--- config.mk ---
export PLATFORM = sky130hd
export DESIGN_NAME = sdram_init_seq
export DESIGN_NICKNAME = d
export VERILOG_FILES = /design/src/rtl/sdram_pkg.sv /design/src/rtl/sdram_init_timer.sv /design/src/rtl/sdram_init_seq.sv
export SDC_FILE = /design/constraint.sdc
export NUM_CORES = 1
export LEC_CHECK = 0
export BUFFER_PORTS_ARGS = -buffer_cell sky130_fd_sc_hd__buf_2
export CAP_MARGIN = 5
export CORE_ASPECT_RATIO = 1.4
export CORE_MARGIN = 2
export CORE_UTILIZATION = 35
export CTS_CLUSTER_DIAMETER = 50
export DETAILED_ROUTE_END_ITERATION = 12
export PLACE_DENSITY = 0.54
export SYNTH_ARGS = -nofsm -noshare
export SYNTH_HDL_FRONTEND = slang
export SYNTH_SLANG_ARGS = --single-unit
--- constraint.sdc ---
create_clock -name sdram_clk -period 4.4 [get_ports sdram_clk]
set_input_delay 0.22 -clock sdram_clk [delete_from_list [all_inputs] [get_ports sdram_clk]]
set_output_delay 0.22 -clock sdram_clk [all_outputs]
set_load 0.02 [all_outputs]
--- src/rtl/sdram_pkg.sv ---
// Shared SDRAM command encodings and init-sequencer state enum, used by the
// init sequencer, the main controller and the command-bus assertions.
package sdram_pkg;

  // {cs_n, ras_n, cas_n, we_n}
  typedef enum logic [3:0] {
    CMD_LMR     = 4'b0000,
    CMD_AR      = 4'b0001,
    CMD_PRE     = 4'b0010,
    CMD_NOP     = 4'b0111,
    CMD_INHIBIT = 4'b1111
  } cmd_t;

  typedef enum logic [3:0] {
    ST_IDLE,
    ST_PWRUP,
    ST_PRE,
    ST_WAIT_RP,
    ST_REF,
    ST_WAIT_RFC,
    ST_LMR,
    ST_WAIT_MRD,
    ST_DONE
  } init_state_t;

  localparam int PRE_ALL_BIT = 10;

endpackage

--- src/rtl/sdram_init_timer.sv ---
// Loadable down-counter for init command spacing; holds at zero instead of wrapping.
module sdram_init_timer #(
  parameter int W = 4
) (
  input  logic         clk,
  input  logic         rst,
  input  logic         load,
  input  logic [W-1:0] load_val,
  output logic         zero
);

  logic [W-1:0] cnt;

  always_ff @(posedge clk) begin
    if (rst) begin
      cnt <= '0;
    end else if (load) begin
      cnt <= load_val;
    end else if (cnt != '0) begin
      cnt <= cnt - W'(1);
    end
  end

  assign zero = (cnt == '0);

endmodule

--- src/rtl/sdram_init_seq.sv ---
// SDRAM power-up sequencer: NOP window, PRECHARGE-ALL, N x AUTO-REFRESH, LOAD-MODE,
// then init_done. Outputs for a state are registered on the edge that enters it.
module sdram_init_seq
  import sdram_pkg::*;
#(
  parameter int PWRUP_CYCLES  = 10000,
  parameter int TRP_CYCLES    = 2,
  parameter int TRFC_CYCLES   = 7,
  parameter int TMRD_CYCLES   = 2,
  parameter int REFRESH_COUNT = 2,
  parameter int ADDR_W        = 13,
  parameter int BA_W          = 2,
  parameter logic [ADDR_W-1:0] MODE_REG = 13'h033
) (
  input  logic              sdram_clk,
  input  logic              sdram_rst,
  input  logic              sdram_en,
  output logic              sdram_cke,
  output logic              sdram_cs_n,
  output logic              sdram_ras_n,
  output logic              sdram_cas_n,
  output logic              sdram_we_n,
  output logic [BA_W-1:0]   sdram_ba,
  output logic [ADDR_W-1:0] sdram_addr,
  output logic              init_busy,
  output logic              init_done
);

  localparam int MAX_A = (PWRUP_CYCLES > TRP_CYCLES) ? PWRUP_CYCLES : TRP_CYCLES;
  localparam int MAX_B = (TRFC_CYCLES > TMRD_CYCLES) ? TRFC_CYCLES : TMRD_CYCLES;
  localparam int MAX_T = (MAX_A > MAX_B) ? MAX_A : MAX_B;
  localparam int TW    = $clog2(MAX_T + 1);
  localparam int RW    = $clog2(REFRESH_COUNT + 1);

  // Wait states are entered one cycle after the command, hence the -2.
  localparam logic [TW-1:0] LD_PWRUP = TW'(PWRUP_CYCLES - 1);
  localparam logic [TW-1:0] LD_RP    = TW'((TRP_CYCLES  > 1) ? TRP_CYCLES  - 2 : 0);
  localparam logic [TW-1:0] LD_RFC   = TW'((TRFC_CYCLES > 1) ? TRFC_CYCLES - 2 : 0);
  localparam logic [TW-1:0] LD_MRD   = TW'((TMRD_CYCLES > 1) ? TMRD_CYCLES - 2 : 0);
  localparam logic [ADDR_W-1:0] PRE_ADDR = ADDR_W'(1) << PRE_ALL_BIT;

  init_state_t   state, next_state, after_ref;
  cmd_t          cmd_q;
  logic          en_q;
  logic [RW-1:0] ref_cnt;
  logic          tmr_load, tmr_zero;
  logic [TW-1:0] tmr_val;

  always_comb begin
    after_ref = (ref_cnt == RW'(REFRESH_COUNT)) ? ST_LMR : ST_REF;
    next_state = state;
    if (!sdram_en) begin
      next_state = ST_IDLE;
    end else begin
      case (state)
        ST_IDLE:     if (!en_q) next_state = ST_PWRUP;
        ST_PWRUP:    if (tmr_zero) next_state = ST_PRE;
        ST_PRE:      next_state = (TRP_CYCLES > 1) ? ST_WAIT_RP : ST_REF;
        ST_WAIT_RP:  if (tmr_zero) next_state = ST_REF;
        ST_REF:      next_state = (TRFC_CYCLES > 1) ? ST_WAIT_RFC : after_ref;
        ST_WAIT_RFC: if (tmr_zero) next_state = after_ref;
        ST_LMR:      next_state = (TMRD_CYCLES > 1) ? ST_WAIT_MRD : ST_DONE;
        ST_WAIT_MRD: if (tmr_zero) next_state = ST_DONE;
        ST_DONE:     next_state = ST_DONE;
        default:     next_state = ST_IDLE;
      endcase
    end
  end

  // Timer loads on every state entry; entering IDLE clears it.
  always_comb begin
    tmr_load = (next_state != state);
    tmr_val  = '0;
    case (next_state)
      ST_PWRUP:    tmr_val = LD_PWRUP;
      ST_WAIT_RP:  tmr_val = LD_RP;
      ST_WAIT_RFC: tmr_val = LD_RFC;
      ST_WAIT_MRD: tmr_val = LD_MRD;
      default:     tmr_val = '0;
    endcase
  end

  sdram_init_timer #(.W(TW)) u_timer (
    .clk      (sdram_clk),
    .rst      (sdram_rst),
    .load     (tmr_load),
    .load_val (tmr_val),
    .zero     (tmr_zero)
  );

  // en_q resets to 1 so an enable held high through reset is not seen as an edge.
  always_ff @(posedge sdram_clk) begin
    if (sdram_rst) begin
      state      <= ST_IDLE;
      en_q       <= 1'b1;
      ref_cnt    <= '0;
      cmd_q      <= CMD_INHIBIT;
      sdram_cke  <= 1'b0;
      sdram_ba   <= '0;
      sdram_addr <= '0;
      init_busy  <= 1'b0;
      init_done  <= 1'b0;
    end else begin
      state      <= next_state;
      en_q       <= sdram_en;
      sdram_ba   <= '0;
      sdram_addr <= '0;
      sdram_cke  <= (next_state != ST_IDLE);
      init_busy  <= (next_state != ST_IDLE) && (next_state != ST_DONE);
      init_done  <= (next_state == ST_DONE);
      if (next_state == ST_IDLE) ref_cnt <= '0;
      else if (next_state == ST_REF) ref_cnt <= ref_cnt + RW'(1);
      case (next_state)
        ST_IDLE: cmd_q <= CMD_INHIBIT;
        ST_PRE: begin
          cmd_q      <= CMD_PRE;
          sdram_addr <= PRE_ADDR;
        end
        ST_REF:  cmd_q <= CMD_AR;
        ST_LMR: begin
          cmd_q      <= CMD_LMR;
          sdram_addr <= MODE_REG;
        end
        default: cmd_q <= CMD_NOP;
      endcase
    end
  end

  assign {sdram_cs_n, sdram_ras_n, sdram_cas_n, sdram_we_n} = cmd_q;

endmodule

==> impl_metrics.py <==
metrics = {
    "placement": {
        "postPlaceCellArea_um2": 1600,
        "gp_congestion": 0.725,
        "dp_hpwl_um": 2270,
        "pre_cts_ws_ps": 1770,
        "io_buffers": 14,
    },
    "sta": {
        "worst_slew_pin_slew_ps": 728,
        "setup_tns_ps": 0,
        "timing.final.crit_period_ps": 2650,
        "final_max_slew_viol_count": 0,
        "maxSlewHeadroom_pct": 51.2,
        "fmax_mhz": 377,
        "rsz0062_at_grt": "no",
        "worst_slack_ps": 1750,
        "hold_viol_final": 0,
        "skew_ps": 3.75,
        "fin_hold_ws_ps": 220,
        "setup_viol": 0,
        "fin_crit_sh_pct": 60.3,
    },
    "synthesis": {
        "yosysWarnings": 0,
        "synth_most_common_cell": "dfxtp_1",
        "yosysSeqAreaShare_pct": 38.1,
        "synth_edf_count": 0,
        "ys_dominant_reg_cell": "dfxtp_1",
        "syn_area_um2": 1580,
        "yosysUniqueCellTypes": 44,
        "synth_top_cell_area_share_pct": 38.1,
        "syn_avg_cell_area_um2": 8.90,
        "synthTopCellsByCount": "30 x dfxtp_1, 19 x nor2_1, 15 x buf_4",
        "yosysTopAreaCell": "dfxtp_1",
        "ys_ff_latch": 30,
        "synthCells": 177,
        "synth_area_leaders": "dfxtp_1 38%, buf_4 7.1%, xnor2_1 6.7%, nor2_1 4.5%, o21a_1 3.3%",
        "async_flop_share_pct": 0,
    },
    "layout": {
        "n_fill_cell": 452,
        "syn_to_final_growth_pct": 8.74,
        "regArea_um2": 601,
        "antenna_cells": 0,
        "multi_input_area_um2": 842,
        "fin_util_pct": 40.1,
        "final_cell_area_um2": 1710,
        "nets": 189,
        "drive_gt1_share_pct": 17.9,
    },
    "clocking": {
        "clock_latency_ps": 280,
        "cts_setup_buffers": 0,
        "cts_sinks": 30,
        "tritoncts": "yes",
        "ctsResizeCount": 0,
        "root_buffer": "clkbuf_8",
        "clock_path_buffers": 2,
        "cts.clk_slew.worst_paths_ps": 60,
        "cts_hold_buf": 0,
        "cts_max_level": 2,
        "cts_made_buffers": 5,
    },
    "status": {
        "outcome": "finished, final reports clean",
    },
    "routing": {
        "wirelength_um": 2970,
        "vias": 1198,
        "firstDrtPassIters": 5,
        "vias_per_cell": 4.91,
        "antenna_left": 0,
        "wl_per_cell_um": 12.2,
        "drc": 0,
        "drtIter0Drc": 45,
    },
    "die": {
        "rows": 28,
        "die_h_um": 83.4,
        "dieArea_um2": 5060,
        "core_area_um2": 4270,
        "start_util_pct": 36.9,
        "die_w_um": 60.7,
        "ioPinCount": 25,
    },
    "power": {
        "power.density_nw_per_um2": 718,
        "p_leak_nw": 0.645,
        "irDropWorstVdd_uv": 461,
    },
    "job": {
        "cap_viol_max_count": 0,
    },
    "grt": {
        "grt_pass1_wl_um": 5070,
        "grt_max_degree": 18,
        "grt_pass1_vias": 1144,
        "antenna_found_initial": 0,
        "overflow": 0,
        "grt_use_total_pct": 13.0,
    },
    "setup_path": {
        "worst_ep_required_time_ps": 4620,
        "critPathLaunchType": "flip-flop",
        "cp-end-kind": "flip-flop",
        "r2r_setup_slack_ps": 1750,
        "path_class": "flip-flop to flip-flop",
        "arrival_ps": 2870,
        "critPathMaxFanout": 11,
    },
    "hold_path": {
        "hp-class": "input port to flip-flop",
    },
}
cells by family (layout without fill, tap and decap cells):
group / Yosys count / after routing / synth area share, %
other: 1 / 10 / 0.238
xor gates and xnor gates: 13 / 13 / 7.23
and+or+nand+nor: 72 / 72 / 27.8
adders and majority gates: 3 / 3 / 2.38
buffers and inverters: 28 / 26 / 10.6
muxes: 2 / 2 / 1.27
AOI/OAI and AO/OA: 28 / 28 / 12.4
DFF: 30 / 30 / 38.1
registers in the layout (all words and copies together), names as in the netlist:
name / cells
state: 4
sdram_addr: 2
init_done: 1
sdram_cke: 1
init_busy: 1
u_timer.cnt: 14
ref_cnt: 2
en_q: 1
cmd_q: 4
where the power goes:
| part | internal [mW] | switching (mW) | leakage (nW) |
|---|---|---|---|
| clock network | 0.158 | 0.0959 | 0.0575 |
| registers | 0.332 | 0.0712 | 0.245 |
| logic | 0.265 | 0.308 | 0.343 |
per-layer routing:
metal  GRT usage (%)  vias to the layer above  part of all wire [%]
met4            5.34                        0                   2.3
met2            21.6                       27                    53
li1                -                      599                     -
met5               0                        -                     0
met3            4.21                        7                   3.8
met1            14.9                      565                    41
area by class of cell:
| cell class | instances | share of cell area (%) |
|---|---|---|
| multi-input cells | 128 | 49.2 |
| flip-flops and latches | 30 | 35.1 |
| clock buffers | 8 | 6.43 |
| well taps | 60 | 4.38 |
| repair buffers | 14 | 4.09 |
| inverters | 4 | 0.877 |
worst paths after layout:
kind	from	to	depth (start not counted)
max reg2reg	u_timer.cnt[1]	u_timer.cnt[1]	7
min	sdram_en	en_q	2
min reg2reg	ref_cnt[0]	ref_cnt[0]	1
max	u_timer.cnt[1]	u_timer.cnt[1]	7
layout by cell type, fill, tap and decap left out, types with 6 or more instances in the layout:
master | netlist | layout
o21a_1 | 7 | 7
conb_1 | 1 | 10
nand2_1 | 7 | 7
a21oi_1 | 7 | 7
nor3_1 | 8 | 8
clkbuf_8 | 0 | 8
buf_2 | 4 | 14
dfxtp_1 | 30 | 30
nor2_1 | 19 | 19
nor2b_1 | 6 | 6
xnor2_1 | 12 | 12
critical path, stage by stage, from the launching register on:
cell and delay (ps):
dfxtp_1 330, inv_1 100, ha_1 140, nor4b_1 570, nor4b_4 730, nor3_1 160
a211oi_2 370, o21a_1 190
through the flow:
stage	cells	power, mW
floorplan	186	0.919
global placement	236	0.969
detailed placement	236	0.983
CTS	244	1.24
global route	244	1.33
finish	244	1.23
Note: power is estimated with default switching activity, not from simulation.
